==> src/rtl/seg7_bcd_counter.sv <==
// Multi-digit BCD up/down counter with load, wrap pulse and
// a multiplexed 7-segment scan driver.
module seg7_bcd_counter #(
  parameter int DIGITS         = 4,
  parameter int TICK_DIV       = 50_000_000,
  parameter int SCAN_DIV       = 50_000,
  parameter int SEG_ACTIVE_LOW = 1
) (
  input  logic                  clk,
  input  logic                  rst_n,
  input  logic                  en,
  input  logic                  up,
  input  logic                  load,
  input  logic [4*DIGITS-1:0]   load_val,
  output logic [4*DIGITS-1:0]   bcd,
  output logic                  carry,
  output logic [6:0]            seg,
  output logic [DIGITS-1:0]     ga
);

  localparam int PW = (TICK_DIV > 1) ? $clog2(TICK_DIV) : 1;
  localparam int SW = (SCAN_DIV > 1) ? $clog2(SCAN_DIV) : 1;
  localparam int IW = (DIGITS > 1) ? $clog2(DIGITS) : 1;

  localparam logic [PW-1:0] PRE_LAST  = PW'(TICK_DIV - 1);
  localparam logic [SW-1:0] SCAN_LAST = SW'(SCAN_DIV - 1);
  localparam logic [IW-1:0] IDX_LAST  = IW'(DIGITS - 1);
  localparam logic          POL       = (SEG_ACTIVE_LOW != 0);

  logic [DIGITS-1:0][3:0] cnt;
  logic [DIGITS-1:0][3:0] nxt;
  logic [DIGITS-1:0][3:0] ld;
  logic [PW-1:0]          pre;
  logic [SW-1:0]          scan_cnt;
  logic [IW-1:0]          scan_idx;
  logic                   tick;
  logic                   ripple;
  logic                   wrap;
  logic [DIGITS-1:0]      onehot;

  function automatic logic [6:0] glyph(input logic [3:0] d);
    logic [6:0] g;
    case (d)
      4'd0:    g = 7'h3F;
      4'd1:    g = 7'h06;
      4'd2:    g = 7'h5B;
      4'd3:    g = 7'h4F;
      4'd4:    g = 7'h66;
      4'd5:    g = 7'h6D;
      4'd6:    g = 7'h7D;
      4'd7:    g = 7'h07;
      4'd8:    g = 7'h7F;
      4'd9:    g = 7'h6F;
      default: g = 7'h00;
    endcase
    return g;
  endfunction

  assign tick   = en && (pre == PRE_LAST);
  assign bcd    = cnt;
  assign onehot = DIGITS'(1) << scan_idx;

  // Ripple increment/decrement across digits; wrap when all roll over.
  always_comb begin
    nxt    = cnt;
    ripple = 1'b1;
    for (int i = 0; i < DIGITS; i++) begin
      if (ripple) begin
        if (up) begin
          if (cnt[i] == 4'd9) begin
            nxt[i] = 4'd0;
          end else begin
            nxt[i] = cnt[i] + 4'd1;
            ripple = 1'b0;
          end
        end else begin
          if (cnt[i] == 4'd0) begin
            nxt[i] = 4'd9;
          end else begin
            nxt[i] = cnt[i] - 4'd1;
            ripple = 1'b0;
          end
        end
      end
    end
    wrap = ripple;
  end

  // Clamp out-of-range load nibbles to 9.
  always_comb begin
    ld = '0;
    for (int i = 0; i < DIGITS; i++) begin
      if (load_val[4*i +: 4] > 4'd9) begin
        ld[i] = 4'd9;
      end else begin
        ld[i] = load_val[4*i +: 4];
      end
    end
  end

  // Tick prescaler: holds while disabled, cleared by load.
  always_ff @(posedge clk) begin
    if (!rst_n) begin
      pre <= '0;
    end else if (load) begin
      pre <= '0;
    end else if (en) begin
      pre <= tick ? '0 : pre + PW'(1);
    end
  end

  // Count register and wrap pulse; load beats a coincident tick.
  always_ff @(posedge clk) begin
    if (!rst_n) begin
      cnt   <= '0;
      carry <= 1'b0;
    end else if (load) begin
      cnt   <= ld;
      carry <= 1'b0;
    end else if (tick) begin
      cnt   <= nxt;
      carry <= wrap;
    end else begin
      carry <= 1'b0;
    end
  end

  // Free-running digit scan position.
  always_ff @(posedge clk) begin
    if (!rst_n) begin
      scan_cnt <= '0;
      scan_idx <= '0;
    end else if (scan_cnt == SCAN_LAST) begin
      scan_cnt <= '0;
      scan_idx <= (scan_idx == IDX_LAST) ? '0 : scan_idx + IW'(1);
    end else begin
      scan_cnt <= scan_cnt + SW'(1);
    end
  end

  // Anode and segments registered together so they switch in step.
  always_ff @(posedge clk) begin
    if (!rst_n) begin
      ga  <= DIGITS'(1) ^ {DIGITS{POL}};
      seg <= 7'h3F ^ {7{POL}};
    end else begin
      ga  <= onehot ^ {DIGITS{POL}};
      seg <= glyph(cnt[scan_idx]) ^ {7{POL}};
    end
  end

endmodule
==> config.mk <==
export PLATFORM = sky130hd
export DESIGN_NAME = seg7_bcd_counter
export DESIGN_NICKNAME = d
export VERILOG_FILES = /design/src/rtl/seg7_bcd_counter.sv
export SDC_FILE = /design/constraint.sdc
export NUM_CORES = 1
export LEC_CHECK = 0
export ABC_AREA = 1
export CORE_MARGIN = 2
export CORE_UTILIZATION = 35
export DETAILED_ROUTE_END_ITERATION = 10
export PLACE_DENSITY_LB_ADDON = 0.1
export SYNTH_ARGS = -nofsm -noshare
export SYNTH_HDL_FRONTEND = slang
export SYNTH_SLANG_ARGS = --single-unit
==> constraint.sdc <==
create_clock -name clk -period 2.27 [get_ports clk]
set_input_delay 0.454 -clock clk [delete_from_list [all_inputs] [get_ports clk]]
set_output_delay 0.454 -clock clk [all_outputs]
set_load 0.05 [all_outputs]
==> qor.txt <==
run status -> finished clean
Core Area -> 0.0122 mm^2
RSZ-0062 raised after global routing -> no
mux share of post-synthesis cell area -> 0%
final net count -> 802
DP Area -> 0.00515 mm^2
Synth Area in XOR/XNOR -> 1.99%
DRC -> 0
Num CTS Buffers -> 9
mean area per synthesized cell -> 6.23 um^2
area leader, netlist -> dfxtp_1
r2r setup slk -> 300 ps
WS Path Type -> flip-flop to output port
Ys Warns -> 0
leak pwr -> 2.36 nW
sequential fraction of design power -> 38.7%
worst-skew pair later-pin latency -> 340 ps
vias in the first global route -> 4103
Startpoint Class -> flip-flop
Largest stage delay, worst path -> 880 ps
Critical path origin -> bcd[3]
CTS tree -> yes
internal power -> 2.53 mW
die area -> 0.0135 mm^2
total gr overflow -> 0
initial antenna violation count -> 0
vias post-DR -> 4566
skew final -> 3.57 ps
DRT antenna net count -> 0
max_cap viols -> 0
Switching Share -> 27.7%
Layout area overhead -> 24.3%
library cells used by synthesis -> 38
Hold Crit Start -> scan_cnt[0]
cts repair resizes -> 0
Worst R2R Start -> scan_idx[0]
crit path cell chain -> clkdlybuf4s50_1
Antenna diodes -> 0
IO buf count -> 48
Yosys top cell area share -> 32.7%
Routed WL -> 11800 um
minimum clock period -> 2170 ps
largest net degree at the start of global routing -> 24
Setup Fix Bufs, Post-CTS -> 0
Min Hold Slack -> 448 ps
GPL Wtd Cong -> 0.862
GR Util All Layers -> 18.3%
Die H -> 116 um
Psw -> 0.967 mW
pwr dens -> 638 mW/mm^2
clock sinks -> 72
layout cell share with drive strength beyond 1 -> 8.40%
crit share post-route -> 95.6%
CTS Root Cell -> clkbuf_16
cell area after synthesis -> 0.00440 mm^2
fin area -> 0.00547 mm^2
largest family of logic cells by synthesized area -> simple AND/OR/NAND/NOR gates
Post-Layout Cell Count -> 942
dpl cells -> 927
compound-gate portion of the synthesized area -> 10.5%
Slew @ Worst Pin -> 521 ps
H-Tree Level Count -> 3
setup tns final -> 0 ps
vias per cell -> 4.85
adder-cell share of the synthesized area -> 3.13%
share of synthesized cell area in and, or, nand and nor gates -> 41.9%
HP Class -> flip-flop to flip-flop
drt wl/cell -> 12.5 um
Final Max Slew Viols -> 0
detailed placement HPWL -> 9000 um
I/O pins -> 49
clk buf depth -> 2
slowest CP cell -> clkdlybuf4s50_1
Crit. End Element -> output port
Post-CTS Hold Fix Bufs -> 0
Setup-failing EPs final -> 0
ys flop type -> dfxtp_1
die width -> 116 um
max_slew headroom -> 65.2%
Syn Inst Count -> 707
ys async rst share -> 0%
TritonRoute pass-1 iters -> 5
synth top area cells -> dfxtp_1 (33%), nand2_1 (16%), nor2_1 (9.4%)
critical path fanouts, max -> 7
row cnt -> 40
worst-case vdd ir drop -> 0.000372 V
Worst Path Required -> 1820 ps
combinational share of power -> 16.7%
most frequent cell after synthesis -> nand2_1
commonest cells in the synthesized netlist -> nand2_1 (190), nor2_1 (110), inv_1 (89)
number of flops mapped to enable cells by yosys -> 0
Seq/Total Area, Yosys -> 32.7%
clock share of power -> 44.5%
Max Freq -> 461 MHz
total power -> 3.49 mW
syn_nets -> 739
first-pass GRT wire length -> 19400 um
cell family with most CP delay -> buffers and inverters
critical path arrival -> 1720 ps
initial DRC count -> 265
Worst-path clk slew -> 60 ps
Final Hold Fails -> 0
FF+latch count, synth -> 72
Worst Path Buf+Inv -> 1
Starting Density -> 36.2%
[worst paths after layout]
check / end / cells after the start
hold reg to reg: scan_cnt[0] / 1
setup reg to reg: seg[3] / 10
hold / removal: scan_cnt[0] / 1
setup / recovery: bcd[3] / 1
[flip-flops by register name (all words and copies together) (netlist names)]
name and cells:
bcd 16, carry 1, pre 26, scan_cnt 16, ga 4, scan_idx 2, seg 7
[cells in the final DEF (no fill, tap or decap), types with 4 or more instances in the layout]
master / n
nand2_1: 190
nor2_1: 110
inv_1: 89
dfxtp_1: 72
nand3_1: 56
clkdlybuf4s50_1: 47
a21oi_1: 42
o21ai_0: 36
buf_4: 18
nor3_1: 17
ha_1: 11
nand4_1: 10
clkbuf_16: 9
xor2_1: 8
nand2_2: 8
nor2_2: 7
inv_2: 4
[cell type report]
cell class	count	area, um^2
timing repair buffer	66	618
clock buffer	12	256
fill	1264	6690
clock inverter	3	65.1
inverter	93	349
sequential	72	1440
multi-input combinational	528	2530
tap	168	210
[power by group through the flow]
stage	clock network, mW	registers, mW	logic (mW)
finish	1.56	1.35	0.585
global route	1.65	1.36	0.649
CTS	1.60	1.35	0.585
detailed placement	0	1.38	0.582
global placement	0	1.38	0.579
floorplan	0	1.48	0.285
[layer usage]
metal  track usage (%)  wire, um  share of wire [%]
met2              26.3      4900                 42
met5                 0         0                  0
met3              3.17       585                5.0
met4              7.94       248                2.1
met1              26.7      6080                 51
[per-stage QoR]
stage                     util [%]  setup WS (ps)
after floorplan                  -            221
after global placement        42.3           84.8
after detailed placement      42.3           68.4
after CTS                     45.0           66.3
after global routing          45.0           53.2
final                         45.0           99.0
[cells by family (layout without fill, tap and decap cells)]
group | Yosys count | count (layout)
buffers and inverters | 107 | 174
XOR/XNOR | 10 | 10
AND/OR/NAND/NOR | 419 | 419
AO/OA/AOI/OAI | 88 | 88
adder cells (fa/ha/maj) | 11 | 11
flip-flops | 72 | 72
No activity file was read; power rests on OpenSTA's default activity.
